File: config.mk
export PLATFORM = sky130hd
export DESIGN_NAME = ps2_kbd_ctrl_flat
export DESIGN_NICKNAME = d
export VERILOG_FILES = /design/src/rtl/ps2_kbd_if.sv /design/src/rtl/ps2_kbd_ctrl.sv /design/src/flat_wrapper.sv
export SDC_FILE = /design/constraint.sdc
export NUM_CORES = 1
export LEC_CHECK = 0
export ABC_AREA = 1
export ABC_CLOCK_PERIOD_IN_PS = 1900
export CAP_MARGIN = 30
export CELL_PAD_IN_SITES_DETAIL_PLACEMENT = 1
export CELL_PAD_IN_SITES_GLOBAL_PLACEMENT = 2
export CORE_MARGIN = 3
export CORE_UTILIZATION = 32
export DETAILED_ROUTE_END_ITERATION = 8
export GPL_ROUTABILITY_DRIVEN = 0
export PLACE_DENSITY = 0.78
export SLEW_MARGIN = 30
export SYNTH_ARGS = -nofsm -noshare
export SYNTH_HDL_FRONTEND = slang
export SYNTH_SLANG_ARGS = --single-unit
export TNS_END_PERCENT = 5
File: constraint.sdc
create_clock -name clk -period 1.9 [get_ports clk]
set_input_delay 0.285 -clock clk [delete_from_list [all_inputs] [get_ports clk]]
set_output_delay 0.285 -clock clk [all_outputs]
set_load 0.01 [all_outputs]
File: src/rtl/ps2_kbd_if.sv
// PS/2 keyboard controller bus: FIFO pop side (data/ready/nextdata_n) plus the
// key-event stream and status outputs.
interface ps2_kbd_if;
  logic [7:0] data;
  logic       ready;
  logic       nextdata_n;
  logic       ev_valid;
  logic       ev_ready;
  logic [7:0] ev_code;
  logic       ev_break;
  logic       ev_ext;
  logic [7:0] key_cnt;
  logic       pend;

  modport slave (
    input  data, ready, ev_ready,
    output nextdata_n, ev_valid, ev_code, ev_break, ev_ext, key_cnt, pend
  );

  modport master (
    output data, ready, ev_ready,
    input  nextdata_n, ev_valid, ev_code, ev_break, ev_ext, key_cnt, pend
  );
endinterface

File: src/rtl/ps2_kbd_ctrl.sv
// PS/2 scan-code decoder: folds F0/E0 prefixes into key events buffered in a 4-entry queue.
// Optional typematic repeat filter enabled by defining PS2_REPEAT_FILTER_EN.
module ps2_kbd_ctrl #(
  parameter int TIMEOUT_CYC = 1000000
) (
  input logic      clk,
  input logic      rst,
  ps2_kbd_if.slave bus
);
  localparam int TW = (TIMEOUT_CYC > 2) ? $clog2(TIMEOUT_CYC) : 1;
  localparam logic [TW-1:0] TO_LAST = TW'(TIMEOUT_CYC - 1);

  typedef enum logic [1:0] {
    S_IDLE = 2'd0,
    S_POP  = 2'd1,
    S_DEC  = 2'd2
  } state_t;

  state_t        state_r;
  state_t        state_s;
  logic          nextdata_n_r;
  logic [7:0]    byte_r;
  logic          brk_r;
  logic          ext_r;
  logic [TW-1:0] to_cnt_r;
  logic [9:0]    q_mem_r [0:3];
  logic [1:0]    wr_ptr_r;
  logic [1:0]    rd_ptr_r;
  logic [2:0]    count_r;
  logic [7:0]    key_cnt_r;

  logic          is_prefix_s;
  logic          suppress_s;
  logic          push_s;
  logic          pop_s;
  logic          timeout_s;
  logic          pend_s;
  logic [9:0]    head_s;

  // Next-state logic; a pop is only started when the queue has room for its event.
  always_comb begin
    state_s = state_r;
    case (state_r)
      S_IDLE: begin
        if (bus.ready && (count_r < 3'd4)) begin
          state_s = S_POP;
        end else begin
          state_s = S_IDLE;
        end
      end
      S_POP:   state_s = S_DEC;
      S_DEC:   state_s = S_IDLE;
      default: state_s = S_IDLE;
    endcase
  end

  // State register; nextdata_n is registered from the next state so it is low only in S_POP.
  always_ff @(posedge clk) begin
    if (rst) begin
      state_r      <= S_IDLE;
      nextdata_n_r <= 1'b1;
    end else begin
      state_r      <= state_s;
      nextdata_n_r <= (state_s != S_POP);
    end
  end

`ifdef PS2_REPEAT_FILTER_EN
  logic       last_vld_r;
  logic [7:0] last_code_r;
  logic       last_ext_r;

  // Last pushed make; a break of that same key forgets it so the next press gets through.
  always_ff @(posedge clk) begin
    if (rst) begin
      last_vld_r  <= 1'b0;
      last_code_r <= 8'h00;
      last_ext_r  <= 1'b0;
    end else if (push_s && !brk_r) begin
      last_vld_r  <= 1'b1;
      last_code_r <= byte_r;
      last_ext_r  <= ext_r;
    end else if (push_s && last_vld_r && (last_code_r == byte_r) && (last_ext_r == ext_r)) begin
      last_vld_r  <= 1'b0;
    end
  end

  assign suppress_s = !brk_r && last_vld_r && (last_code_r == byte_r) && (last_ext_r == ext_r);
`else
  assign suppress_s = 1'b0;
`endif

  assign is_prefix_s = (byte_r == 8'hF0) || (byte_r == 8'hE0);
  assign push_s      = (state_r == S_DEC) && !is_prefix_s && !suppress_s;
  assign pop_s       = (count_r != 3'd0) && bus.ev_ready;
  assign pend_s      = brk_r | ext_r;
  assign timeout_s   = pend_s && (to_cnt_r == TO_LAST);

  // Byte register, loaded during the single pop cycle.
  always_ff @(posedge clk) begin
    if (rst) begin
      byte_r <= 8'h00;
    end else if (state_r == S_POP) begin
      byte_r <= bus.data;
    end
  end

  // Prefix flags; a decode in S_DEC wins over a coincident timeout.
  always_ff @(posedge clk) begin
    if (rst) begin
      brk_r <= 1'b0;
      ext_r <= 1'b0;
    end else if (state_r == S_DEC) begin
      if (byte_r == 8'hF0) begin
        brk_r <= 1'b1;
      end else if (byte_r == 8'hE0) begin
        ext_r <= 1'b1;
      end else begin
        brk_r <= 1'b0;
        ext_r <= 1'b0;
      end
    end else if (timeout_s) begin
      brk_r <= 1'b0;
      ext_r <= 1'b0;
    end
  end

  // Stale-prefix timer, running only while a prefix is held and no byte is being popped.
  always_ff @(posedge clk) begin
    if (rst) begin
      to_cnt_r <= '0;
    end else if ((state_r == S_POP) || !pend_s || timeout_s) begin
      to_cnt_r <= '0;
    end else begin
      to_cnt_r <= to_cnt_r + {{(TW-1){1'b0}}, 1'b1};
    end
  end

  // Event queue storage; entries are {break, ext, code}.
  always_ff @(posedge clk) begin
    if (push_s) begin
      q_mem_r[wr_ptr_r] <= {brk_r, ext_r, byte_r};
    end
  end

  // Queue pointers, occupancy and make counter.
  always_ff @(posedge clk) begin
    if (rst) begin
      wr_ptr_r  <= 2'd0;
      rd_ptr_r  <= 2'd0;
      count_r   <= 3'd0;
      key_cnt_r <= 8'h00;
    end else begin
      if (push_s) begin
        wr_ptr_r <= wr_ptr_r + 2'd1;
      end
      if (pop_s) begin
        rd_ptr_r <= rd_ptr_r + 2'd1;
      end
      count_r <= count_r + {2'b00, push_s} - {2'b00, pop_s};
      if (push_s && !brk_r) begin
        key_cnt_r <= key_cnt_r + 8'd1;
      end
    end
  end

  assign head_s         = q_mem_r[rd_ptr_r];
  assign bus.nextdata_n = nextdata_n_r;
  assign bus.ev_valid   = (count_r != 3'd0);
  assign bus.ev_code    = (count_r != 3'd0) ? head_s[7:0] : 8'h00;
  assign bus.ev_break   = (count_r != 3'd0) ? head_s[9]   : 1'b0;
  assign bus.ev_ext     = (count_r != 3'd0) ? head_s[8]   : 1'b0;
  assign bus.key_cnt    = key_cnt_r;
  assign bus.pend       = pend_s;
endmodule

File: src/flat_wrapper.sv
// flat-port wrapper written by rule: the top's interface ports become plain ports
module ps2_kbd_ctrl_flat 
#(
  parameter int TIMEOUT_CYC = 1000000
)
  (clk, rst, bus_data, bus_ready, bus_ev_ready, bus_nextdata_n, bus_ev_valid, bus_ev_code, bus_ev_break, bus_ev_ext, bus_key_cnt, bus_pend);
  ps2_kbd_if bus_i ();
  input logic clk;
  input logic rst;
  input wire logic [$bits(bus_i.data)-1:0] bus_data;
  input wire logic [$bits(bus_i.ready)-1:0] bus_ready;
  input wire logic [$bits(bus_i.ev_ready)-1:0] bus_ev_ready;
  output wire logic [$bits(bus_i.nextdata_n)-1:0] bus_nextdata_n;
  output wire logic [$bits(bus_i.ev_valid)-1:0] bus_ev_valid;
  output wire logic [$bits(bus_i.ev_code)-1:0] bus_ev_code;
  output wire logic [$bits(bus_i.ev_break)-1:0] bus_ev_break;
  output wire logic [$bits(bus_i.ev_ext)-1:0] bus_ev_ext;
  output wire logic [$bits(bus_i.key_cnt)-1:0] bus_key_cnt;
  output wire logic [$bits(bus_i.pend)-1:0] bus_pend;
  assign bus_i.data = bus_data;
  assign bus_i.ready = bus_ready;
  assign bus_i.ev_ready = bus_ev_ready;
  assign bus_nextdata_n = bus_i.nextdata_n;
  assign bus_ev_valid = bus_i.ev_valid;
  assign bus_ev_code = bus_i.ev_code;
  assign bus_ev_break = bus_i.ev_break;
  assign bus_ev_ext = bus_i.ev_ext;
  assign bus_key_cnt = bus_i.key_cnt;
  assign bus_pend = bus_i.pend;
  ps2_kbd_ctrl #(.TIMEOUT_CYC(TIMEOUT_CYC)) u_core (.clk(clk), .rst(rst), .bus(bus_i));
endmodule
# == Word-level counts from Yosys, hierarchy flattened ==
# Memories as Yosys holds them, arrays and structs flattened. A register that Yosys moved wholly into a read port is not among the register bits.
# Cells that the tools add are included.
# totals
reg_bits,48
ramBits,40
inputBits,12
wordCells,60
n_memories,1
# memory_table
memory,depth,width,rd,rd_ports_with_merged_regs,wr,line,source
u_core.q_mem_r,4,10,1,1,1,ps2_kbd_ctrl.sv:26,logic [9:0] q_mem_r [0:3];
# classes
add_sub_neg,6
magnitude_cmp,1
n_eq_ne,8
muxes,16
n_bitwise,1
reduce_logical,17
# ops
operator,n
20-bit by 1-bit adder with 20-bit output (second input constant),1
20-bit == test (second input constant),1
8-bit == test (second input constant),2
1-bit 2-to-1 mux,12
8-bit by 1-bit adder with 8-bit output (second input constant),1
8-bit 2-to-1 mux,1
1-bit logical AND,5
2-bit by 1-bit adder with 2-bit output (second input constant),2
2-bit 2-to-1 mux,2
2-bit one-hot mux with 2 select lines,1
2-bit AND reduction,2
3-bit by 1-bit adder with 3-bit output,1
1-bit zero test,3
1-bit logical OR,3
3-bit < comparator (second input constant),1
3-bit inequality test (second input constant),1
3-bit nonzero test,1
3-bit by 1-bit subtractor with 3-bit output,1
2-bit by 1-bit == test with 1-bit output (second input constant),1
2-bit == test (second input constant),1
2-bit zero test,1
2-bit by 1-bit inequality test with 1-bit output (second input constant),1
2-bit inequality test (second input constant),1
2-bit nonzero test,1
other kinds (2),2

# == Logic depth before layout (Yosys ltp) ==
# Gate-level depths: netlist of run 1.
# depth
word_depth,6
ltp_mapped,11

# == Worst setup path after synthesis of run 1 ==
# Ideal clock, no wire load.
# synth_path
kind,register -> register
start,register u_core.count_r[2]
end,register u_core.count_r[2]
t_arrival_ns,1.785
required_ns,1.830
slack_ns,0.045
stages_incl_launch_ff,10
path_buffers,0
period_less_slack_ns,1.855
path_cell_list,dfxtp_1 nor3_1 nor2_1 ha_1 inv_1 ha_1 fa_1 inv_1 o21ai_0 a21oi_1
# synth_between
elab_chain_len,3
word_cells_on_any_way,4
cone_classes,add/sub: 2; reduce/logical: 2
# synth_rtl
item,line,source
start: declaration,ps2_kbd_ctrl.sv:29,logic [2:0] count_r;
start signal: assignment,ps2_kbd_ctrl.sv:160,"count_r <= count_r + {2'b00, push_s} - {2'b00, pop_s};"
3-bit nonzero test,ps2_kbd_ctrl.sv:95,assign pop_s = (count_r != 3'd0) && bus.ev_ready;
1-bit logical AND,ps2_kbd_ctrl.sv:95,
named net u_core.pop_s,ps2_kbd_ctrl.sv:35,logic pop_s;
3-bit by 1-bit subtractor with 3-bit output,ps2_kbd_ctrl.sv:160,
# The timed path passes the listed nets, and every way through them passes these cells.
# A chain may end at the register's enable or synchronous reset.

==> results of run 1 <==
[final timing paths]
check	endpoint	start	slack, ns	depth (start not counted)
worst max-delay path	bus_ev_ext	register	0.10	5
worst min-delay path	u_core.to_cnt_r[0]	u_core.to_cnt_r[0]	0.45	1
worst max register to register	u_core.count_r[1]	u_core.count_r[2]	0.13	8
worst min register to register	u_core.to_cnt_r[0]	u_core.to_cnt_r[0]	0.45	1
[area by class of cell]
type,count,area (µm²)
Fill cell,1346,6760
Sequential cell,90,2220
Multi-Input combinational cell,294,1510
Timing Repair Buffer,54,488
Clock buffer,9,225
Inverter,51,193
Tap cell,143,179
Clock inverter,7,86.3
[flip-flops by register name (all words and copies together), names as in the netlist, 2 cells and up, named ones only]
signal and cells:
u_core.wr_ptr_r 2, u_core.byte_r 8, u_core.state_r 2, u_core.bus.key_cnt 8, u_core.to_cnt_r 20, u_core.count_r 3, u_core.rd_ptr_r 2, u_core.q_mem_r 40
[kinds of logic (layout without fill, tap and decap cells)]
group,Yosys count,in the layout,share of synthesized area [%]
AO/OA/AOI/OAI,67,67,8.66
XOR/XNOR,13,13,2.91
adder cells (fa/ha/maj),9,9,3.07
buffers and inverters,61,121,5.91
flip-flops,90,90,56.3
AND/OR/NAND/NOR,205,205,23.2
[critical path, delay by kind of cell, from the launching register on]
kind            cells  cell delay (ns)
buf+inv             3             0.51
flops               1             0.38
compound gates      2             0.27
[where the power goes]
group          switching (mW)  internal, mW
clock                   0.799          1.05
combinational           0.700         0.579
sequential             0.0881          2.14
total                    1.59          3.76
[cells in the final DEF, fill, tap and decap left out, drive strengths merged, types with 2 or more instances in the layout]
cell	synthesis	final
dfxtp	50	50
clkdlybuf4s50	0	21
clkinv	1	3
edfxtp	40	40
clkdlybuf4s15	0	3
xor2	9	9
inv	50	53
nor3	6	6
nand3b	2	2
nand4	9	9
clkbuf	8	13
a21oi	35	35
nand2	78	78
buf	2	22
xnor2	4	4
dlygate4sd2	0	4
or2	4	4
nand3	17	17
ha	8	8
o21ai	32	32
nor2	88	88
[routing by layer]
metal  track usage [%]  wire (µm)
met2              24.2       4470
met3              3.01        261
met5                 0          0
met1              17.2       4070
met4              4.66        102
[per-stage QoR]
step | area [µm²] | setup TNS, ns
floorplan | 3910 | 0
global placement | 4540 | -0.140
detailed placement | 4540 | -0.251
CTS | 4860 | -0.0286
global route | 4900 | -0.0467
finish | 4900 | 0
[timing repair]
item	in CTS	in global routing
setup buffers	0	2
resized for setup	19	31
pin swaps	1	3
setup endpoints to repair	13	12
==> summary.txt, run 1 <==
Fin. Hold Viols -> 0
Synth async-reset ratio -> 0%
Final Cycle Share -> 94.6%
Vias -> 3032
Syn Nets -> 466
Largest net degree at the start of global routing -> 21
Critical-path cell list -> inv_1 -> buf_8 -> o21ai_0 -> a21oi_1 -> dlygate4sd2_1
PortBufs -> 32
Num rows -> 39
Die Ht -> 117 µm
Non-Filler Instances -> 648
Post-synth top cells -> 80 x nor2_1, 76 x nand2_1, 50 x dfxtp_1
Most frequent cell after synthesis -> nor2_1
Layout cells sized above 1 -> 15.8%
Antenna violations before repair -> 0
Final core utilization -> 42.0%
DR iter-0 viols -> 131
Post-Route Skew -> 0.0128 ns
CTS tree -> yes
Placed Instances -> 630
Fin nets -> 521
Actual slew at the worst max-slew pin -> 0.380 ns
Cts hold-fix bufs -> 0
Maximum level of the CTS H-tree -> 3
Register area share after synthesis -> 56.3%
Hold WC Path Type -> register to register
Tmin final -> 1.80 ns
Syn Inst Count -> 445
Crit Path Class -> register to output pin
DR DRC count -> 0
Core Area -> 11700 µm²
Total track usage -> 13.9%
Worst Path Required -> 1.62 ns
Slew headroom -> 74.6%
Worst setup margin -> 0.103 ns
Synth area leaders -> edfxtp_1 31%, dfxtp_1 26%, nor2_1 7.7%
Vias in the first global route -> 3089
Post-synth top flop -> dfxtp_1
Crit. End Element -> output pin
Slew Limit Fails -> 0
Proportion of netlist area held by the largest area contributor -> 30.7%
DIE WIDTH -> 117 µm
Leak pwr -> 1.83 nW
Post-Syn Area -> 3910 µm²
Clock Latency Late Sink -> 0.34 ns
Root Driver -> clkbuf_16
DRT Pass-1 Iters -> 4
Dpl hpwl -> 6.44 mm
Hold_ws -> 0.451 ns
Max FO, Critical Path -> 20
Critical Path Source Type -> register
Outcome -> finished clean
Tot Pwr -> 5.35 mW
Pwr dens -> 1090 nW/µm²
CP max-delay cell -> dfxtp_2
Avg Vias per Cell -> 4.68
First-pass GRT wire length -> 14.8 mm
Max Cap Violations -> 0
Post-synth EDFFs -> 40
P&R area growth vs syn -> 25.2%
DRT Wirelength -> 8.90 mm
Final setup vio count -> 0
Initial Util -> 33.6%
Synth area leader -> edfxtp_1
Clock Tree Buf Depth -> 2
Post-route ant nets -> 0
Peak VDD IR -> 0.623 mV
Clock Sinks -> 90
Worst path max stage delay -> 0.38 ns
WL/cell -> 13.7 µm
Yosys reg bits -> 90
Top Ports -> 33
Antenna cell count -> 0
Number of buffers created by CTS -> 9
Avg Cell Area, Syn -> 8.79 µm²
Data arrival time of the critical path -> 1.51 ns
Synth warn -> 0
Post-place setup slack -> -0.145 ns
DIE AREA -> 13600 µm²
RSZ-0062 raised after global routing -> true
GRT overflow -> 0
Post-synth cell types -> 30
Clk slew on worst S/H paths -> 0.07 ns
Max Fclk -> 0.557 GHz
No activity file was read; power rests on OpenSTA's default activity.
==> inputs of run 2 (changes only) <==
Settings changed: CTS_CLUSTER_DIAMETER from default to 100.
==> results of run 2 <==
Final layout, timing and power as in run 1 (identical DEF).
==> inputs of run 3 (changes only) <==
==> constraint.sdc (replaced) <==
create_clock -name clk -period 1.9 [get_ports clk]
set_input_delay 0.38 -clock clk [delete_from_list [all_inputs] [get_ports clk]]
set_output_delay 0.38 -clock clk [all_outputs]
set_load 0.01 [all_outputs]
==> summary.txt, run 3 (synthesis results as in run 1) <==
DR iter-0 viols -> 113
Clk slew on worst S/H paths -> 0.07 ns
Sw frac -> 30.4%
WL/cell -> 14.3 µm
RSZ-0062 raised after global routing -> true
Slew headroom -> 74.3%
Max Fclk -> 0.541 GHz
Post-route ant nets -> 0
Filler cell count -> 1367
Total track usage -> 15.1%
Clk pwr share -> 31.6%
Pwr dens -> 1090 nW/µm²
Die Ht -> 117 µm
Internal power -> 3.66 mW
Data arrival time of the critical path -> 1.47 ns
P&R area growth vs syn -> 23.9%
GRT overflow -> 0
Storage cell area -> 2210 µm²
Num rows -> 39
Top Ports -> 33
DIE WIDTH -> 117 µm
Antenna cell count -> 0
Core Area -> 11700 µm²
Logic gate share of total power -> 26.1%
CTS tree -> yes
Worst setup margin -> 0.0525 ns
Worst Path Required -> 1.52 ns
Reg with most FFs -> u_core.q_mem_r
Post-Route Skew -> 0.00652 ns
Clock Tree Buf Depth -> 2
Critical Path Source Type -> register
Max reg flops -> 40
Number of buffers created by CTS -> 9
Fin nets -> 526
Vias -> 3116
Commonest non-fill, non-tap cell in the layout -> nor2_1
Post-place setup slack -> -0.239 ns
Flop pwr share -> 42.3%
Avg Vias per Cell -> 4.77
DIE AREA -> 13600 µm²
Max Cap Violations -> 0
PortBufs -> 32
Crit Path Class -> register to output pin
Fin. Hold Viols -> 0
Clock Sinks -> 90
Leak pwr -> 1.83 nW
Vias in the first global route -> 3307
Crit. End Element -> output pin
Regs by FF count -> u_core.q_mem_r (40), u_core.to_cnt_r (20)
Outcome -> finished clean
Post-Place Cell Area -> 4550 µm²
Slew Limit Fails -> 0
Leading cell types in the layout, fill and taps excluded -> 79 x nor2_1, 76 x nand2_1, 48 x inv_1
Final Cycle Share -> 97.2%
Hold WC Path Type -> register to register
Max FO, Critical Path -> 9
Root Driver -> clkbuf_16
Tmin final -> 1.85 ns
Actual slew at the worst max-slew pin -> 0.385 ns
Initial Util -> 33.6%
Area of the multi-input gates -> 1500 µm²
Antenna violations before repair -> 0
Peak VDD IR -> 0.414 mV
Final setup vio count -> 0
Largest net degree at the start of global routing -> 21
Clock Latency Late Sink -> 0.34 ns
Maximum level of the CTS H-tree -> 3
Cts hold-fix bufs -> 0
DRT Pass-1 Iters -> 4
Layout cells sized above 1 -> 15.9%
Psw -> 1.60 mW
DRT Wirelength -> 9.34 mm
Design area -> 4850 µm²
First-pass GRT wire length -> 15.9 mm
Dpl hpwl -> 6.71 mm
DR DRC count -> 0
-- run 3: cell types whose count changed in the layout (fill, tap and decap cells not counted), sizes merged --
cell           delta
dlygate4sd2       -2
buf              +10
clkdlybuf4s50     -1
clkdlybuf4s15     -3
clkbuf            +1
clkinvlp          +1
clkinv            +1
inv               -1
bufinv            -1
-- run 3: final timing paths --
kind | depth (start not counted) | endpoint | slack [ns] | startpoint
max reg2reg | 9 | u_core.count_r[2] | 0.09 | u_core.count_r[2]
max | 6 | bus_ev_code[4] | 0.05 | u_core.count_r[2]
min | 1 | u_core.to_cnt_r[0] | 0.45 | u_core.to_cnt_r[0]
min reg2reg | 1 | u_core.to_cnt_r[0] | 0.45 | u_core.to_cnt_r[0]
-- run 3: power by group through the flow --
stage	sequential, mW	combinational (mW)	clock (mW)
after floorplan	2.23	0.656	0
after global placement	2.24	1.33	0
after detailed placement	2.24	1.37	0
after CTS	2.21	1.36	1.72
after global routing	2.24	1.55	1.81
final	2.23	1.37	1.67
-- run 3: final cells by class --
class | instances | area share, %
repair buffers | 59 | 10.0
flip-flops and latches | 90 | 45.6
inverters | 51 | 3.95
multi-input cells | 294 | 31.0
clock inverters | 7 | 1.11
clock buffers | 9 | 4.64
well taps | 143 | 3.69
-- run 3: routing by layer --
metal / global-route usage, % / routed length [µm] / vias to the layer above
met5: 0 / 0 / -
li1: - / - / 1569
met2: 26.2 / 4660 / 35
met3: 2.44 / 258 / 12
met4: 5.96 / 157 / 0
met1: 18.7 / 4260 / 1500
-- run 3: what timing repair did --
item                                    in CTS  in global routing
endpoints found under the setup margin      14                 12
buffers inserted                             3                  1
gates resized for setup                     37                 18
pin swaps                                    1                  2
-- run 3: per-stage QoR --
stage | setup TNS, ns | util, % | hold slack [ns] | total power [mW] | instances
floorplan | 0 | - | 0.418 | 2.89 | 445
global placement | -0.411 | 39.0 | 0.429 | 3.56 | 633
detailed placement | -0.762 | 39.0 | 0.444 | 3.61 | 633
CTS | -0.0761 | 41.5 | 0.459 | 5.29 | 652
global route | -0.214 | 41.6 | 0.472 | 5.59 | 653
finish | 0 | 41.6 | 0.451 | 5.26 | 653
-- run 3: worst max-delay path, stage by stage, from the launching register on --
cell and delay [ns]:
dfxtp_1 0.38, nor3_4 0.06, buf_4 0.14, buf_8 0.13, buf_4 0.14, a21oi_1 0.13, buf_2 0.15
